$ cat src/rtl/booth_pkg.sv
// Shared types and helpers for the sequential radix-2 Booth multiplier.
package booth_pkg;

    typedef enum logic [1:0] {
        ST_IDLE = 2'd0,
        ST_RUN  = 2'd1,
        ST_DONE = 2'd2
    } state_e;

    // Step counter must hold 0..width, sized with headroom for width+1
    function automatic int unsigned cnt_width(input int unsigned width);
        return $clog2(width + 2);
    endfunction

endpackage

$ cat src/rtl/booth_mul_param_if.sv
// Start/busy/done multiply request bus between a requester and the Booth engine.
interface booth_mul_param_if #(
    parameter int unsigned WIDTH = 16
);
    logic                   start;
    logic                   sgn;
    logic [WIDTH-1:0]       a;
    logic [WIDTH-1:0]       b;
    logic                   busy;
    logic                   done;
    logic [2*WIDTH-1:0]     product;

    modport master (output start, sgn, a, b, input busy, done, product);
    modport slave  (input start, sgn, a, b, output busy, done, product);
endinterface

$ cat src/rtl/booth_step.sv
// One combinational radix-2 Booth step: conditional add/sub of M, then arithmetic shift right.
module booth_step #(
    parameter int unsigned WIDTH = 16
) (
    input  logic [2*WIDTH+2:0] i_acc,
    input  logic [WIDTH:0]     i_m,
    output logic [2*WIDTH+2:0] o_acc
);
    localparam int unsigned EW = WIDTH + 1;
    localparam int unsigned SW = WIDTH + 2;
    localparam int unsigned AW = 2 * WIDTH + 3;

    logic [SW-1:0] w_hi;
    logic [SW-1:0] w_m;
    logic [SW-1:0] w_sum;

    // One extra sign bit keeps the add/sub carry out of the sign position
    assign w_hi = {i_acc[AW-1], i_acc[AW-1 -: EW]};
    assign w_m  = {i_m[EW-1], i_m};

    always_comb begin
        w_sum = w_hi;
        case (i_acc[1:0])
            2'b01:   w_sum = w_hi + w_m;
            2'b10:   w_sum = w_hi - w_m;
            default: w_sum = w_hi;
        endcase
    end

    // Dropping bit 0 of the widened word is the arithmetic shift
    assign o_acc = {w_sum, i_acc[SW-1:1]};
endmodule

$ cat src/rtl/booth_mul_param.sv
// Sequential radix-2 Booth multiplier, one step per clock, signed or unsigned per operation.
module booth_mul_param
    import booth_pkg::*;
#(
    parameter int unsigned WIDTH = 16
) (
    input  logic               clk,
    input  logic               rst,
    booth_mul_param_if.slave   bus
);
    localparam int unsigned EW = WIDTH + 1;
    localparam int unsigned AW = 2 * WIDTH + 3;
    localparam int unsigned CW = cnt_width(WIDTH);

    state_e               r_state;
    logic [AW-1:0]        r_acc;
    logic [EW-1:0]        r_m;
    logic [CW-1:0]        r_cnt;
    logic [2*WIDTH-1:0]   r_product;
    logic                 r_busy;
    logic                 r_done;

    logic [EW-1:0]        w_a_ext;
    logic [EW-1:0]        w_b_ext;
    logic [AW-1:0]        w_acc_init;
    logic [AW-1:0]        w_acc_next;
    logic                 w_last;

    assign w_a_ext    = bus.sgn ? {bus.a[WIDTH-1], bus.a} : {1'b0, bus.a};
    assign w_b_ext    = bus.sgn ? {bus.b[WIDTH-1], bus.b} : {1'b0, bus.b};
    assign w_acc_init = {EW'(0), w_b_ext, 1'b0};
    assign w_last     = (r_cnt == CW'(WIDTH));

    booth_step #(.WIDTH(WIDTH)) u_step (
        .i_acc (r_acc),
        .i_m   (r_m),
        .o_acc (w_acc_next)
    );

    // Control FSM and datapath registers; busy/done track the state register
    always_ff @(posedge clk) begin
        if (rst) begin
            r_state   <= ST_IDLE;
            r_acc     <= '0;
            r_m       <= '0;
            r_cnt     <= '0;
            r_product <= '0;
            r_busy    <= 1'b0;
            r_done    <= 1'b0;
        end else begin
            case (r_state)
                ST_IDLE, ST_DONE: begin
                    r_done <= 1'b0;
                    if (bus.start) begin
                        r_acc   <= w_acc_init;
                        r_m     <= w_a_ext;
                        r_cnt   <= '0;
                        r_busy  <= 1'b1;
                        r_state <= ST_RUN;
                    end else begin
                        r_state <= ST_IDLE;
                    end
                end
                ST_RUN: begin
                    r_acc <= w_acc_next;
                    r_cnt <= r_cnt + CW'(1);
                    if (w_last) begin
                        r_product <= w_acc_next[2*WIDTH:1];
                        r_busy    <= 1'b0;
                        r_done    <= 1'b1;
                        r_state   <= ST_DONE;
                    end
                end
                default: begin
                    r_busy  <= 1'b0;
                    r_done  <= 1'b0;
                    r_state <= ST_IDLE;
                end
            endcase
        end
    end

    assign bus.busy    = r_busy;
    assign bus.done    = r_done;
    assign bus.product = r_product;
endmodule

$ cat src/flat_wrapper.sv
// flat-port wrapper written by rule: the top's interface ports become plain ports
module booth_mul_param_flat import booth_pkg::*;
#(
    parameter int unsigned WIDTH = 16
)
  (clk, rst, bus_start, bus_sgn, bus_a, bus_b, bus_busy, bus_done, bus_product);
  booth_mul_param_if #(.WIDTH(WIDTH)) bus_i ();
  input  logic clk;
  input  logic rst;
  input wire logic [$bits(bus_i.start)-1:0] bus_start;
  input wire logic [$bits(bus_i.sgn)-1:0] bus_sgn;
  input wire logic [$bits(bus_i.a)-1:0] bus_a;
  input wire logic [$bits(bus_i.b)-1:0] bus_b;
  output wire logic [$bits(bus_i.busy)-1:0] bus_busy;
  output wire logic [$bits(bus_i.done)-1:0] bus_done;
  output wire logic [$bits(bus_i.product)-1:0] bus_product;
  assign bus_i.start = bus_start;
  assign bus_i.sgn = bus_sgn;
  assign bus_i.a = bus_a;
  assign bus_i.b = bus_b;
  assign bus_busy = bus_i.busy;
  assign bus_done = bus_i.done;
  assign bus_product = bus_i.product;
  booth_mul_param #(.WIDTH(WIDTH)) u_core (.clk(clk), .rst(rst), .bus(bus_i));
endmodule
$ cat config.mk
export PLATFORM = sky130hd
export DESIGN_NAME = booth_mul_param_flat
export DESIGN_NICKNAME = d
export VERILOG_FILES = /design/src/rtl/booth_pkg.sv /design/src/rtl/booth_mul_param_if.sv /design/src/rtl/booth_step.sv /design/src/rtl/booth_mul_param.sv /design/src/flat_wrapper.sv
export SDC_FILE = /design/constraint.sdc
export NUM_CORES = 1
export LEC_CHECK = 0
export CAP_MARGIN = 20
export CORE_MARGIN = 2
export CORE_UTILIZATION = 48
export CTS_CLUSTER_DIAMETER = 80
export CTS_CLUSTER_SIZE = 30
export DETAILED_ROUTE_END_ITERATION = 7
export GPL_ROUTABILITY_DRIVEN = 0
export PLACE_DENSITY = 0.79
export REMOVE_ABC_BUFFERS = 1
export SLEW_MARGIN = 10
export SYNTH_ARGS = -nofsm -noshare
export SYNTH_HDL_FRONTEND = slang
export SYNTH_HIERARCHICAL = 1
export SYNTH_SLANG_ARGS = --single-unit
$ cat constraint.sdc
create_clock -name clk -period 4.9 [get_ports clk]
set_input_delay 1.47 -clock clk [delete_from_list [all_inputs] [get_ports clk]]
set_output_delay 1.47 -clock clk [all_outputs]
set_load 0.005 [all_outputs]
==> results.md <==
- Die area: 11,300 um2
- Synth-to-Final Area Change: 15.8%
- CTS tree: built
- Crit path DAT: 3.67 ns
- Synth warn: 6
- Setup_tns: 0 ns
- Post-synthesis instance area: 5030 um2
- Critical path depth: 11
- Vias/cell: 5.77
- Top_reg_cell synth: dfxtp_1
- Initial drt markers: 268
- Max Root-Sink Buffers: 2
- Crit path cell chain: ha_1 > mux2i_1 > ha_1 > nor2b_1 > o2111a_1 > o21ai_2 > o21ai_0 > a221oi_1 > xor2_1 > o21ai_0 > a22o_1
- FILL cells: 889
- CP top delay family: compound AO/OA/AOI/OAI gates
- Drt drc: 0
- Post-Route WL: 11,900 um
- Placeable Area: 10,200 um2
- Cell area power density: 297 nW/um2
- CTS clock-pin slew for the worst setup and hold paths: 0.09 ns
- Rows: 37
- Max Clock Freq: 0.293 GHz
- Final ANT Viol Nets: 0
- Run status: completed
- Die X: 106 um
- Share of the synthesized area in the top cell type: 37.0%
- Hold-fix buffers, CTS: 0
- RSZ-0062 raised after global routing: false
- Placed cell count: 769
- H-tree depth: 3
- Avg WL per Cell: 15.2 um
- Slowest cell on the critical path: ha_1
- Slew @ Worst Pin: 0.999 ns
- CTS resizes: 0
- Layout cell share with drive strength beyond 1: 6.02%
- Period minus WS final: 3.42 ns
- Drt first pass iters: 7
- Initial core utilization: 49.2%
- Final std cells w/o fill: 784
- Antenna violations before repair: 0
- Routed vias: 4,523
- Total gr overflow: 0
- Clock latency on the worst-skew pair: 0.36 ns
- Synth async-reset ratio: 0%
- P_leak: 2.04 nW
- N_diodes: 0
- Critical path endpoint category: flop
- Port bufs: 69
- Crit-path max FO: 18
- Number of synthesized register bits: 93
- Yosys cell types: 53
- Gate count of the mapped netlist: 618
- Max Cap Violations: 0
- Clock root cell: clkbuf_8
- Layout Skew: 0.0123 ns
- Clock Sinks: 93
- Final Cycle Share: 69.8%
- Post-CTS setup buffer count: 0
- Die height: 106 um
- Post-Syn Area per Cell: 8.14 um2
- Synth area leaders: dfxtp_1, a21oi_1, nand3_1
- Final setup vio count: 0
- Cts bufs inserted: 9
- Critical Path Max Stage Delay: 0.59 ns
- Sequential-to-total area share from yosys stat: 37.0%
- I/O pin count: 70
- Worst vdd ir: 130 uV
- Vias in the first global route: 4,377
- CP Class: flop to flop
- CP Launch Type: flop
- Hold depth: 2
- Slew HR: 33.3%
- Global-route wire length before repair: 20,500 um
- Layout Nets: 702
- CP bufs+invs: 0
- Hold Violations, Final: 0
- Max-slew violations: 0
- Worst-case reg-to-reg path depth: 11
- Hold WC Path Type: flop to flop
- Area leader, netlist: dfxtp_1
- EDFF count, synth: 0
- DP Wirelength: 8150 um
- WP data required: 5.15 ns
- Largest net degree at the start of global routing: 56
- Tot GR Track Use: 21.8%
[routing by layer]
layer	vias up	wire length (um)	track usage [%]
met5	-	0	0
met4	0	275	7.71
met3	27	525	3.37
met2	142	5880	36.8
met1	2105	5220	28.3
li1	2249	-	-
[synth_stat cells, drive strengths merged, types with 5 or more instances]
library cell	count
buf	42
ha	21
clkbuf	20
o21a	5
nand2	60
nor2	20
o21ai	55
a22oi	16
a22o	20
a21oi	95
nand2b	8
dfxtp	93
inv	13
nand3	55
nor2b	6
xnor2	21
xor2	7
nor3	8
[layout make-up]
class	instances	area, um2	area share [%]
Clock inverter	6	71.3	1.22
Clock buffer	9	124	2.13
Multi-Input combinational cell	450	2800	48.1
Tap cell	136	170	2.92
Timing Repair Buffer	77	746	12.8
Inverter	13	48.8	0.838
Sequential cell	93	1860	32.0
[registers in the layout, summed over array words and instances, names as in the netlist]
name / flops
u_core/r_cnt: 5
u_core/r_acc: 35
u_core/r_m: 17
u_core/r_state: 2
u_core/bus.done: 1
u_core/bus.product: 32
u_core/bus.busy: 1
[worst min-delay path: cells and delay by family (launching register included)]
kind	cells	cell delay (ns)
AO/OA/AOI/OAI	2	0.12
flip-flops	1	0.31
[worst paths after layout]
kind	from	end	slack [ns]
worst min register to register	u_core/bus.product[2]$_SDFFE_PP0P_	u_core/bus.product[2]$_SDFFE_PP0P_	0.48
worst max-delay path	u_core/r_acc[1]$_SDFFE_PP0P_	u_core/r_acc[32]$_SDFFE_PP0P_	1.48
worst max register to register	u_core/r_acc[1]$_SDFFE_PP0P_	u_core/r_acc[32]$_SDFFE_PP0P_	1.48
worst min-delay path	u_core/bus.product[2]$_SDFFE_PP0P_	u_core/bus.product[2]$_SDFFE_PP0P_	0.48
[through the flow]
| step | area [um2] | hold slack (ns) | total power, mW | utilization [%] | setup slack [ns] |
|---|---|---|---|---|---|
| floorplan | 4690 | 0.442 | 1.11 | - | 1.43 |
| global placement | 5630 | 0.454 | 1.21 | 55.0 | 1.64 |
| detailed placement | 5630 | 0.459 | 1.23 | 55.0 | 1.53 |
| CTS | 5830 | 0.480 | 1.74 | 56.9 | 1.51 |
| global route | 5830 | 0.501 | 1.82 | 56.9 | 1.06 |
| finish | 5830 | 0.477 | 1.73 | 56.9 | 1.48 |
[power by group]
part,total [mW],internal [mW],switching (mW)
Sequential,0.805,0.780,0.0257
Combinational,0.412,0.175,0.237
Clock,0.515,0.238,0.277
Total,1.73,1.19,0.540
[cells in the final DEF, fill, tap and decap left out, drive strengths merged, types with 5 or more instances in the layout]
cell,instances
a21oi,95
a22o,20
a22oi,16
buf,9
clkbuf,9
clkdlybuf4s50,68
dfxtp,93
ha,21
inv,15
nand2,60
nand2b,8
nand3,55
nor2,20
nor2b,6
nor3,8
o21a,5
o21ai,55
xnor2,21
xor2,7
[cells by family after synthesis]
logic type,after synthesis,share of synthesized area (%)
AO/OA/AOI/OAI,214,25.1
multiplexers,8,1.69
XOR/XNOR,28,4.87
AND/OR/NAND/NOR,178,18.0
buffers and inverters,75,7.71
adder cells (fa/ha/maj),22,5.62
flip-flops,93,37.0
Note: power is estimated with default switching activity, not from simulation.
